### src/rtl/mips_pkg.sv
// Shared MIPS pipeline definitions: immediate-form encodings, ALU op width and
// instruction field bit positions.
package mips_pkg;

  typedef enum logic [1:0] {
    IMM_SEXT  = 2'b00,
    IMM_ZEXT  = 2'b01,
    IMM_LUI   = 2'b10,
    IMM_SHAMT = 2'b11
  } imm_sel_e;

  localparam int ALU_OP_W  = 4;
  localparam int INSTR_W   = 32;

  localparam int RS_MSB    = 25;
  localparam int RS_LSB    = 21;
  localparam int RT_MSB    = 20;
  localparam int RT_LSB    = 16;
  localparam int RD_MSB    = 15;
  localparam int RD_LSB    = 11;
  localparam int SHAMT_MSB = 10;
  localparam int SHAMT_LSB = 6;
  localparam int IMM_MSB   = 15;
  localparam int IMM_LSB   = 0;

endpackage

### src/rtl/load_use_detect.sv
// Load-use hazard detector: flags an ID instruction that reads the register a
// load in EX is about to write. Purely combinational.
module load_use_detect #(
  parameter int REG_ADDR_W = 5
) (
  input  logic                  id_valid,
  input  logic [31:0]           id_instr,
  input  logic                  id_uses_rt,
  input  logic                  flush,
  input  logic                  ex_valid,
  input  logic                  ex_mem_read,
  input  logic [REG_ADDR_W-1:0] ex_rt,
  output logic                  stall
);
  import mips_pkg::*;

  logic [REG_ADDR_W-1:0] id_rs;
  logic [REG_ADDR_W-1:0] id_rt;
  logic                  reads_load_dest;
  logic                  unused_fields;

  assign id_rs = id_instr[RS_MSB:RS_LSB];
  assign id_rt = id_instr[RT_MSB:RT_LSB];
  assign unused_fields = ^{id_instr[31:26], id_instr[15:0]};

  assign reads_load_dest = (ex_rt == id_rs) | (id_uses_rt & (ex_rt == id_rt));

  // A load to $0 never produces a value worth waiting for; a redirect must never be blocked
  assign stall = id_valid & ex_valid & ex_mem_read & (ex_rt != '0)
               & reads_load_dest & ~flush;

endmodule

### src/rtl/id_ex_stage.sv
// ID/EX pipeline boundary: immediate select, load-use stall and bubble insertion.
// Optional IDEX_PERF_CNT_EN adds stall/flush bubble counters.
module id_ex_stage #(
  parameter int DATA_W     = 32,
  parameter int REG_ADDR_W = 5,
  parameter int ALU_OP_W   = mips_pkg::ALU_OP_W
) (
  input  logic                  clk,
  input  logic                  rst,
  input  logic                  id_valid,
  input  logic [31:0]           id_instr,
  input  logic [DATA_W-1:0]     id_pc4,
  input  logic [DATA_W-1:0]     id_rs_data,
  input  logic [DATA_W-1:0]     id_rt_data,
  input  logic [DATA_W-1:0]     id_imm_sext,
  input  logic [1:0]            id_imm_sel,
  input  logic                  id_uses_rt,
  input  logic                  id_reg_write,
  input  logic                  id_mem_read,
  input  logic                  id_mem_write,
  input  logic                  id_mem_to_reg,
  input  logic                  id_alu_src,
  input  logic                  id_reg_dst,
  input  logic                  id_branch,
  input  logic [ALU_OP_W-1:0]   id_alu_op,
  input  logic                  flush,
  output logic                  stall_out,
  output logic                  ex_valid,
  output logic [DATA_W-1:0]     ex_pc4,
  output logic [DATA_W-1:0]     ex_rs_data,
  output logic [DATA_W-1:0]     ex_rt_data,
  output logic [DATA_W-1:0]     ex_imm,
  output logic [REG_ADDR_W-1:0] ex_rs,
  output logic [REG_ADDR_W-1:0] ex_rt,
  output logic [REG_ADDR_W-1:0] ex_dest,
  output logic                  ex_reg_write,
  output logic                  ex_mem_read,
  output logic                  ex_mem_write,
  output logic                  ex_mem_to_reg,
  output logic                  ex_alu_src,
  output logic                  ex_branch,
  output logic [ALU_OP_W-1:0]   ex_alu_op
`ifdef IDEX_PERF_CNT_EN
  ,
  output logic [31:0]           perf_stall_cnt,
  output logic [31:0]           perf_flush_cnt
`endif
);
  import mips_pkg::*;

  imm_sel_e          imm_kind;
  logic [DATA_W-1:0] imm_final;
  logic              bubble;
  logic              unused_opcode;

  assign imm_kind      = imm_sel_e'(id_imm_sel);
  assign unused_opcode = ^id_instr[31:26];

  always_comb begin
    imm_final = id_imm_sext;
    unique case (imm_kind)
      IMM_SEXT:  imm_final = id_imm_sext;
      IMM_ZEXT:  imm_final = {{(DATA_W-16){1'b0}}, id_instr[IMM_MSB:IMM_LSB]};
      IMM_LUI:   imm_final = {id_instr[IMM_MSB:IMM_LSB], {(DATA_W-16){1'b0}}};
      IMM_SHAMT: imm_final = {{(DATA_W-5){1'b0}}, id_instr[SHAMT_MSB:SHAMT_LSB]};
      default:   imm_final = id_imm_sext;
    endcase
  end

  load_use_detect #(.REG_ADDR_W(REG_ADDR_W)) u_load_use_detect (
    .id_valid    (id_valid),
    .id_instr    (id_instr),
    .id_uses_rt  (id_uses_rt),
    .flush       (flush),
    .ex_valid    (ex_valid),
    .ex_mem_read (ex_mem_read),
    .ex_rt       (ex_rt),
    .stall       (stall_out)
  );

  assign bubble = flush | stall_out;

  // Bubbles only kill control; data fields keep their last values since EX ignores them
  always_ff @(posedge clk) begin
    if (rst) begin
      ex_valid      <= 1'b0;
      ex_pc4        <= '0;
      ex_rs_data    <= '0;
      ex_rt_data    <= '0;
      ex_imm        <= '0;
      ex_rs         <= '0;
      ex_rt         <= '0;
      ex_dest       <= '0;
      ex_reg_write  <= 1'b0;
      ex_mem_read   <= 1'b0;
      ex_mem_write  <= 1'b0;
      ex_mem_to_reg <= 1'b0;
      ex_alu_src    <= 1'b0;
      ex_branch     <= 1'b0;
      ex_alu_op     <= '0;
    end else if (bubble) begin
      ex_valid      <= 1'b0;
      ex_reg_write  <= 1'b0;
      ex_mem_read   <= 1'b0;
      ex_mem_write  <= 1'b0;
      ex_mem_to_reg <= 1'b0;
      ex_alu_src    <= 1'b0;
      ex_branch     <= 1'b0;
      ex_alu_op     <= '0;
    end else begin
      ex_valid      <= id_valid;
      ex_pc4        <= id_pc4;
      ex_rs_data    <= id_rs_data;
      ex_rt_data    <= id_rt_data;
      ex_imm        <= imm_final;
      ex_rs         <= id_instr[RS_MSB:RS_LSB];
      ex_rt         <= id_instr[RT_MSB:RT_LSB];
      ex_dest       <= id_reg_dst ? id_instr[RD_MSB:RD_LSB] : id_instr[RT_MSB:RT_LSB];
      ex_reg_write  <= id_valid & id_reg_write;
      ex_mem_read   <= id_valid & id_mem_read;
      ex_mem_write  <= id_valid & id_mem_write;
      ex_mem_to_reg <= id_valid & id_mem_to_reg;
      ex_alu_src    <= id_valid & id_alu_src;
      ex_branch     <= id_valid & id_branch;
      ex_alu_op     <= id_valid ? id_alu_op : '0;
    end
  end

`ifdef IDEX_PERF_CNT_EN
  // stall_out is already suppressed by flush, so each bubble lands in exactly one counter
  always_ff @(posedge clk) begin
    if (rst) begin
      perf_stall_cnt <= '0;
      perf_flush_cnt <= '0;
    end else if (flush) begin
      perf_flush_cnt <= perf_flush_cnt + 32'd1;
    end else if (stall_out) begin
      perf_stall_cnt <= perf_stall_cnt + 32'd1;
    end
  end
`endif

endmodule
### config.mk
export PLATFORM = sky130hd
export DESIGN_NAME = id_ex_stage
export DESIGN_NICKNAME = d
export VERILOG_FILES = /design/src/rtl/mips_pkg.sv /design/src/rtl/load_use_detect.sv /design/src/rtl/id_ex_stage.sv
export SDC_FILE = /design/constraint.sdc
export NUM_CORES = 1
export LEC_CHECK = 0
export CAP_MARGIN = 20
export CELL_PAD_IN_SITES_DETAIL_PLACEMENT = 1
export CELL_PAD_IN_SITES_GLOBAL_PLACEMENT = 2
export CORE_MARGIN = 1
export CORE_UTILIZATION = 26
export CTS_BUF_LIST = sky130_fd_sc_hd__clkbuf_4 sky130_fd_sc_hd__clkbuf_8
export DETAILED_ROUTE_END_ITERATION = 6
export PLACE_DENSITY = 0.93
export SYNTH_ARGS = -nofsm -noshare
export SYNTH_HDL_FRONTEND = slang
export SYNTH_SLANG_ARGS = --single-unit
### constraint.sdc
create_clock -name clk -period 2.35 [get_ports clk]
set_input_delay 0.47 -clock clk [delete_from_list [all_inputs] [get_ports clk]]
set_output_delay 0.47 -clock clk [all_outputs]
set_load 0.03 [all_outputs]
==> impl_metrics.ini, run 1 <==
[clock_network]
clk_pin_slew_worst_paths_ps = 90
numCtsBuffers = 17
htreeDepth = 4
clk_latency_ps = 490
cts_root_buf = clkbuf_8
hold_buffers = 0
cts_buffer_depth = 2
cts.sinks = 154
cts_tree = built

[power_and_ir_drop]
totalPowerFinal_w = 0.00727
p_leak_nw = 5.08
ir_drop_uv = 347
p_per_area_nw_per_um2 = 547

[global_routing]
grt_max_degree = 141
antenna_found_initial = 0
first_global_vias = 9606
track_usage_pct = 18.2
met2_usage_pct = 30.6
busiest_layer = met2
grt.met3_usage_pct = 5.27
grt_overflow = 0
grt_first_pass_wirelength_um = 51200
grtUsageMet1_pct = 21.6

[setup_path]
end_kind = output pin
cp.arrival_ps = 1870
worstPathRequired_ps = 1880
cp-start-kind = input pin
cpMaxStageDelayCell = clkdlybuf4s50_1
path_buf_inv = 2
cp_top_family = buffers and inverters
max_stage_delay_ps = 520
r2r-end = ex_pc4[18]$_SDFFE_PP0N_
r2r_cells = 8
r2r_slack_ps = 80
r2r-start = ex_rt[2]$_SDFFE_PP0N_
path_max_fanout = 2
cp_cell_sequence = clkdlybuf4s50_1 -> xnor2_1 -> nand4_1 -> o22a_4 -> nor3_4 -> buf_6
path_class = in2out

[synthesis]
synthFlopType = dfxtp_1
synth_top_area_share_pct = 34.8
synthXorXnorAreaFrac_pct = 0.988
synth-seq-area-share_pct = 34.8
async_flop_share_pct = 0
synth_simple_gate_area_share_pct = 30.6
synth-compound-area-share_pct = 23.1
synth_edf_count = 0
syn_inst = 1063
avgSynthCellArea_um2 = 8.34
netlist_area_um2 = 8860
yosys.area.top_type = dfxtp_1
ys_ff_latch = 154
synthMuxAreaShare_pct = 4.25
synth_top_family_by_area = simple AND/OR/NAND/NOR gates
synth_fa_ha_area_share_pct = 0
ys_warn_count = 0
synthTopCellsByArea = dfxtp_1 35%, a211o_1 10%, nor4b_1 10%
syn-num-nets = 1241
synth_cell_types = 39

[route]
drtIter0Drc = 418
postRouteAntennaNets = 0
wl_per_cell_um = 18.0
via_count = 9246
drc_errors = 0
first_pass_iters = 4
wl_um = 32400
avgViaCountPerCell = 5.14

[sta]
slew_headroom_pct = 54.6
rsz0062_at_grt = yes
max_freq_mhz = 427
fin_tns_setup_ps = 0
fin_crit_ps = 2340
finalCritPeriodShare_pct = 99.7
final.setup_skew_ps = 17.4
hold_viol = 0
final-setup-viol-count = 0
worst_pin_slew_ps = 680
drv_slew = 0

[place]
numPortBuffers = 326
gp_congestion = 0.798
post-dp-hpwl_um = 22900
dp_cells = 1763

[hold_path]
worstHoldEndpoint = ex_dest[4]$_SDFFE_PP0N_
whs_path_depth = 2
holdCritPathClass = reg2reg
min-delay-start = ex_dest[4]$_SDFFE_PP0N_

[layout]
nNetsFinal = 1516
final_common_cell = clkdlybuf4s50_1
num_antenna_cells = 0
syn2layout_area_growth_pct = 50.1
layout.cells.non_filler = 1799
layout-drive-gt1-share_pct = 9.18
final_cell_mix = 323 x clkdlybuf4s50_1, 217 x nand2_1, 150 x dfxtp_1

[die]
rows = 67
num_io_pins = 333
die_x_um = 187
die_h_um = 187
core_um2 = 33500
dieArea_um2 = 34800
start_util_pct = 26.4

[run]
maxCapViolations = 0

[run_status]
outcome = finished, final reports clean
-- area by class of cell --
| class | count | area [um^2] |
|---|---|---|
| sequential | 154 | 3090 |
| timing repair buffer | 381 | 3940 |
| fill | 3872 | 20200 |
| clock inverter | 14 | 138 |
| clock buffer | 18 | 241 |
| inverter | 7 | 26.3 |
| multi-input combinational | 777 | 5300 |
| tap | 448 | 561 |
-- stage by stage --
stage	hold slack, ps	util, %	worst slack, ps	area [um^2]
detailed placement	448	38.2	-188	12800
global route	488	39.7	-41.7	13300
floorplan	579	-	27.4	8870
finish	467	39.7	7.92	13300
global placement	445	38.2	-104	12800
CTS	457	39.6	-28.4	13300
-- cells by family after synthesis --
group | Yosys count
AOI/OAI and AO/OA | 273
xor gates and xnor gates | 10
buffers and inverters | 132
DFF | 154
muxes | 37
and+or+nand+nor | 457
-- cell usage after synthesis, types with 2 or more instances --
master and number:
nand2_1 218, dfxtp_1 154, o21ai_0 107, a211o_1 106, nor3b_1 106, nor4b_1 106, clkbuf_1 85, mux2i_1 32
buf_2 31, o2bb2ai_1 17, a211oi_1 13, and2_1 10, o2bb2ai_2 10, xnor2_1 10, inv_1 7, buf_1 6
mux2_2 5, nor2_1 5, a31oi_1 4, nand4b_1 4, o311ai_0 4, o32a_1 4, buf_6 2, nand3_1 2
-- report_power, final --
group	switching (W)	leakage [nW]	internal [W]	total (W)
logic	0.00117	3.61	0.00106	0.00223
registers	0.000156	1.28	0.00284	0.00300
clock network	0.00118	0.189	0.000872	0.00205
total	0.00250	5.08	0.00478	0.00727
-- how the worst max path moves through the flow --
stage	start	slack, ps	depth (start not counted)	to
2_1_floorplan	ex_rt[3]$_SDFFE_PP0N_	30	8	stall_out
3_3_place_gp	id_instr[18]	-100	7	ex_imm[20]$_SDFFE_PP0N_
3_5_place_dp	id_instr[19]	-190	7	ex_rs_data[16]$_SDFFE_PP0N_
4_1_cts	ex_rt[2]$_SDFFE_PP0N_	-30	4	stall_out
5_1_grt	ex_rt[2]$_SDFFE_PP0N_	-40	4	stall_out
6_report	id_instr[19]	8	6	stall_out
-- repair_timing --
action,in CTS,in global routing
setup buffers,2,1
setup endpoints to repair,1,1
gates resized for setup,13,3
pin swaps,10,5
-- worst register-to-register path, delay by kind of cell, from the launching register on --
family / cells / cell delay, ps
buf+inv: 4 / 710
flops: 1 / 340
simple gates: 2 / 650
compound gates: 2 / 470
-- layer usage --
layer / share of wire, % / up-vias
li1: - / 4464
met4: 2.9 / 0
met2: 48 / 248
met3: 5.7 / 51
met1: 43 / 4483
met5: 0 / -
(Power assumes the default switching activity.)
==> inputs of run 2 (changes only) <==
--- a/config.mk
+++ b/config.mk
@@ -5,7 +5,6 @@
 export SDC_FILE = /design/constraint.sdc
 export NUM_CORES = 1
 export LEC_CHECK = 0
-export CAP_MARGIN = 20
 export CELL_PAD_IN_SITES_DETAIL_PLACEMENT = 1
 export CELL_PAD_IN_SITES_GLOBAL_PLACEMENT = 2
 export CORE_MARGIN = 1
==> impl_metrics.ini, run 2 (synthesis gave the netlist of run 1 again) <==
[run_status]
outcome = finished, final reports clean

[global_routing]
grtUsageMet1_pct = 21.6
busiest_layer = met2
grt.met3_usage_pct = 5.27
grt_first_pass_wirelength_um = 51200
first_global_vias = 9606
met2_usage_pct = 30.6
track_usage_pct = 18.2
grt_overflow = 0
grt_max_degree = 141
antenna_found_initial = 0

[setup_path]
cp_cell_sequence = clkdlybuf4s50_1 -> xnor2_1 -> nand4_1 -> o22a_4 -> nor3_4 -> buf_6
path_max_fanout = 2
max_stage_delay_ps = 520
r2r-start = ex_rt[2]$_SDFFE_PP0N_
crit_cells = 6
r2r_slack_ps = 80
r2r-end = ex_pc4[18]$_SDFFE_PP0N_
cp-endpoint = stall_out
cpMaxStageDelayCell = clkdlybuf4s50_1
startpoint = id_instr[19]
r2r_cells = 8
path_buf_inv = 2
path_class = in2out
cp-start-kind = input pin
worstPathRequired_ps = 1880
end_kind = output pin
cp_top_family = buffers and inverters
cp.arrival_ps = 1870

[layout]
multi_input_area_um2 = 5300
final_common_cell = clkdlybuf4s50_1
syn2layout_area_growth_pct = 50.1
final_cell_mix = 323 x clkdlybuf4s50_1, 217 x nand2_1, 150 x dfxtp_1
nNetsFinal = 1515
final_util_pct = 39.7
layout-drive-gt1-share_pct = 9.19
regArea_um2 = 3090
num_antenna_cells = 0
fillerInstances = 3871
layout.cells.non_filler = 1798

[route]
drtIter0Drc = 441
via_count = 9214
postRouteAntennaNets = 0
first_pass_iters = 4
wl_um = 32300
wl_per_cell_um = 18.0
avgViaCountPerCell = 5.12
drc_errors = 0

[power_and_ir_drop]
sw_frac_of_total_pct = 34.3
totalPowerFinal_w = 0.00727
p_leak_nw = 5.07
pwr-share-seq_pct = 41.2
p_per_area_nw_per_um2 = 547
ir_drop_uv = 347
p_sw_w = 0.00250
p_comb_share_pct = 30.7
p_clk_share_pct = 28.2
intPower_w = 0.00478

[clock_network]
numCtsBuffers = 17
hold_buffers = 0
cts_root_buf = clkbuf_8
cts.sinks = 154
cts_buffer_depth = 2
clk_latency_ps = 490
clk_pin_slew_worst_paths_ps = 90
htreeDepth = 4
cts_tree = built

[place]
post-dp-hpwl_um = 22900
dp_cells = 1763
post-place-ws_ps = -188
numPortBuffers = 326
gp_congestion = 0.798

[sta]
slew_headroom_pct = 53.9
final.setup_skew_ps = 18.1
drv_slew = 0
max_freq_mhz = 427
final-setup-viol-count = 0
rsz0062_at_grt = yes
worst_pin_slew_ps = 691
fin_tns_setup_ps = 0
worst_slack_ps = 9.42
fin_crit_ps = 2340
hold_viol = 0
finalCritPeriodShare_pct = 99.6

[hold_path]
holdCritPathClass = in2reg

[die]
dieArea_um2 = 34800
core_um2 = 33500
rows = 67
die_x_um = 187
start_util_pct = 26.4
num_io_pins = 333
die_h_um = 187

[run]
maxCapViolations = 0
-- run 2: stage by stage --
stage / hold WS (ps) / instance area [um^2]
after global routing: 401 / 13300
final: 421 / 13300
after detailed placement: 448 / 12800
after floorplan: 579 / 8870
after global placement: 445 / 12800
after CTS: 457 / 13300
-- run 2: final cells by class --
type                            count  share of cell area (%)
Tap cell                          448                    4.22
Clock inverter                     14                    1.04
Clock buffer                       18                    1.82
Inverter                            7                   0.198
Multi-Input combinational cell    777                    39.9
Sequential cell                   154                    23.2
Timing Repair Buffer              380                    29.6
-- run 2: repair_timing --
action	4_1_cts	5_1_grt
endpoints found under the setup margin	1	12
pin swaps	10	5
buffers inserted	2	1
gates resized for setup	13	4
cloned	0	0
-- run 2: worst min-delay path by stage --
stage	from	end	cells after the start	slack [ps]
finish	rst	ex_valid$_SDFF_PP0_	3	420
global route	rst	ex_valid$_SDFF_PP0_	3	400
CTS	rst	ex_valid$_SDFF_PP0_	3	460
detailed placement	ex_imm[12]$_SDFFE_PP0N_	ex_imm[12]$_SDFFE_PP0N_	1	450
global placement	ex_imm[31]$_SDFFE_PP0N_	ex_imm[31]$_SDFFE_PP0N_	1	440
floorplan	ex_dest[0]$_SDFFE_PP0N_	ex_dest[0]$_SDFFE_PP0N_	2	580
-- run 2: worst reg2reg max path, delay by kind of cell, from the launching register on --
kind / cells / cell delay, ps
flip-flops: 1 / 340
buffers and inverters: 4 / 720
AND/OR/NAND/NOR: 2 / 650
AO/OA/AOI/OAI: 2 / 470
-- run 2: power groups by stage --
| stage | Combinational (W) | Clock, W | Sequential [W] |
|---|---|---|---|
| final | 0.00223 | 0.00205 | 0.00300 |
| after floorplan | 0.000751 | 0 | 0.00348 |
| after CTS | 0.00224 | 0.00215 | 0.00300 |
| after global routing | 0.00237 | 0.00225 | 0.00303 |
| after global placement | 0.00216 | 0 | 0.00304 |
| after detailed placement | 0.00222 | 0 | 0.00305 |
-- run 2: layer usage --
metal	part of all wire, %	up-vias	routed length [um]
li1	-	4464	-
met1	44	4459	14100
met2	48	237	15500
met3	5.6	54	1810
met4	3.0	0	986
met5	0	-	0
==> inputs of run 3 (changes only) <==
--- a/config.mk
+++ b/config.mk
@@ -8,10 +8,11 @@
 export CELL_PAD_IN_SITES_DETAIL_PLACEMENT = 1
 export CELL_PAD_IN_SITES_GLOBAL_PLACEMENT = 2
 export CORE_MARGIN = 1
-export CORE_UTILIZATION = 26
+export CORE_UTILIZATION = 21
 export CTS_BUF_LIST = sky130_fd_sc_hd__clkbuf_4 sky130_fd_sc_hd__clkbuf_8
 export DETAILED_ROUTE_END_ITERATION = 6
-export PLACE_DENSITY = 0.93
+export PLACE_DENSITY = 0.91
 export SYNTH_ARGS = -nofsm -noshare
 export SYNTH_HDL_FRONTEND = slang
+export SYNTH_HIERARCHICAL = 1
 export SYNTH_SLANG_ARGS = --single-unit
==> impl_metrics.ini, run 3 <==
[sta]
drv_slew = 0
final.setup_skew_ps = 18.3
finalCritPeriodShare_pct = 103
hold_viol = 0
final-setup-viol-count = 1
fin_crit_ps = 2430
max_freq_mhz = 411
slew_headroom_pct = 63.3
fin_tns_setup_ps = -81.3
rsz0062_at_grt = yes
worst_pin_slew_ps = 551
worst_slack_ps = -81.3

[synthesis]
synth_top_area_share_pct = 53.1
avgSynthCellArea_um2 = 8.54
synth_cell_types = 25
netlist_area_um2 = 5810
async_flop_share_pct = 0
syn_inst = 680
yosys.area.top_type = dfxtp_1
synthTopCellsByCount = 212 x nand2_1, 154 x dfxtp_1, 106 x a21oi_1, 38 x nor2_1, 37 x mux2i_1
syn-num-nets = 858
synth.most_common_cell = nand2_1
ys_warn_count = 6
synthFlopType = dfxtp_1
synth-seq-area-share_pct = 53.1
synth_edf_count = 0
synthTopCellsByArea = dfxtp_1 53%, nand2_1 14%, a21oi_1 9.1%
ys_ff_latch = 154

[setup_path]
cp_top_family = buffers and inverters
path_max_fanout = 2
cp.arrival_ps = 1960
worstPathRequired_ps = 1880
cp_cell_sequence = clkdlybuf4s50_1 -> xor2_2 -> nor3_2 -> nand3_2 -> a221oi_4 -> buf_6 -> buf_12
cpMaxStageDelayCell = clkdlybuf4s50_1
path_class = in2out
path_buf_inv = 3
cp-start-kind = input pin
end_kind = output pin
max_stage_delay_ps = 480

[layout]
num_antenna_cells = 0
nNetsFinal = 1196
final_cell_mix = 320 x clkdlybuf4s50_1, 212 x nand2_1, 150 x dfxtp_1
syn2layout_area_growth_pct = 76.9
layout-drive-gt1-share_pct = 9.13
fillerInstances = 3134
final_util_pct = 38.0
final_common_cell = clkdlybuf4s50_1

[hold_path]
holdCritPathClass = in2reg

[power_and_ir_drop]
p_comb_share_pct = 21.2
p_sw_w = 0.00189
p_per_area_nw_per_um2 = 636
intPower_w = 0.00465
ir_drop_uv = 345
p_leak_nw = 4.00
sw_frac_of_total_pct = 28.9
totalPowerFinal_w = 0.00654
p_clk_share_pct = 35.8
pwr-share-seq_pct = 43.1

[route]
wl_per_cell_um = 16.8
drc_errors = 0
postRouteAntennaNets = 0
first_pass_iters = 4
via_count = 6004
drtIter0Drc = 204
avgViaCountPerCell = 4.38
wl_um = 23100

[die]
die_h_um = 168
rows = 60
dieArea_um2 = 28300
start_util_pct = 21.5
core_um2 = 27000
die_x_um = 168
num_io_pins = 333

[global_routing]
grt_first_pass_wirelength_um = 35900
antenna_found_initial = 0
track_usage_pct = 16.5
first_global_vias = 6359
grt_max_degree = 104
grt_overflow = 0

[place]
numPortBuffers = 326
post-dp-hpwl_um = 16900
gp_congestion = 0.812

[run_status]
violations = setup timing
outcome = complete, but fails checks

[clock_network]
cts_buffer_depth = 2
clk_pin_slew_worst_paths_ps = 90
htreeDepth = 4
cts_root_buf = clkbuf_8
cts_tree = built
numCtsBuffers = 17
cts.sinks = 154
clk_latency_ps = 450

[run]
maxCapViolations = 0
==> run 3: cell count changes after synthesis, moves of 33 or more <==
cell	delta
a211o_1	-106
a21oi_1	+106
clkbuf_1	-63
nor2_1	+33
nor3b_1	-106
nor4b_1	-106
o21ai_0	-107
==> run 3: repair_timing <==
action / 4_1_cts / 5_1_grt
setup endpoints to repair: 1 / 103
hold buffers: 0 / 0
resized for setup: 9 / 8
buffers inserted: 4 / 2
pin swaps: 4 / 5
==> run 3: power by group through the flow <==
stage / registers (W) / clock network [W] / logic (W)
after floorplan: 0.00314 / 0 / 0.000357
after global placement: 0.00287 / 0 / 0.00136
after detailed placement: 0.00288 / 0 / 0.00138
after CTS: 0.00282 / 0.00245 / 0.00139
after global routing: 0.00283 / 0.00255 / 0.00148
final: 0.00282 / 0.00234 / 0.00138
==> run 3: area by class of cell <==
| class | instances | area, um^2 | area share, % |
|---|---|---|---|
| flip-flops and latches | 154 | 3100 | 30.1 |
| well taps | 341 | 427 | 4.15 |
| clock buffers | 19 | 255 | 2.48 |
| repair buffers | 373 | 3800 | 37.0 |
| clock inverters | 12 | 188 | 1.83 |
| multi-input cells | 472 | 2510 | 24.4 |
==> run 3: cell families after synthesis <==
kind of cell           synth area share, %
AO/OA/AOI/OAI                         15.4
multiplexers                          6.38
XOR/XNOR                              1.51
buffers and inverters                 4.74
flip-flops                            53.1
AND/OR/NAND/NOR                       18.9
==> run 3: stage by stage <==
stage | cell area, um^2 | std cells | setup WS (ps) | hold slack [ps]
final | 10300 | 1371 | -81.3 | 319
after floorplan | 5830 | 680 | -0.256 | 546
after detailed placement | 9740 | 1334 | -471 | 448
after global routing | 10300 | 1371 | -230 | 281
after global placement | 9740 | 1334 | -431 | 441
after CTS | 10200 | 1369 | -142 | 310
==> run 3: metal layers <==
| layer | part of all wire (%) | track usage, % | up-vias |
|---|---|---|---|
| met5 | 0 | 0 | - |
| met4 | 1.8 | 4.90 | 0 |
| met3 | 7.2 | 5.27 | 25 |
| met2 | 48 | 28.4 | 212 |
| met1 | 43 | 19.5 | 2840 |
| li1 | - | - | 2927 |
==> run 3: final timing paths <==
check	startpoint	to	slack [ps]	depth (start not counted)
setup / recovery	id_instr[25]	stall_out	-80	7
hold / removal	rst	ex_valid$_SDFF_PP0_	320	2
setup reg to reg	ex_rt[4]$_SDFFE_PP0N_	ex_imm[28]$_SDFFE_PP0N_	150	11
hold reg to reg	ex_rt_data[30]$_SDFFE_PP0N_	ex_rt_data[30]$_SDFFE_PP0N_	460	2
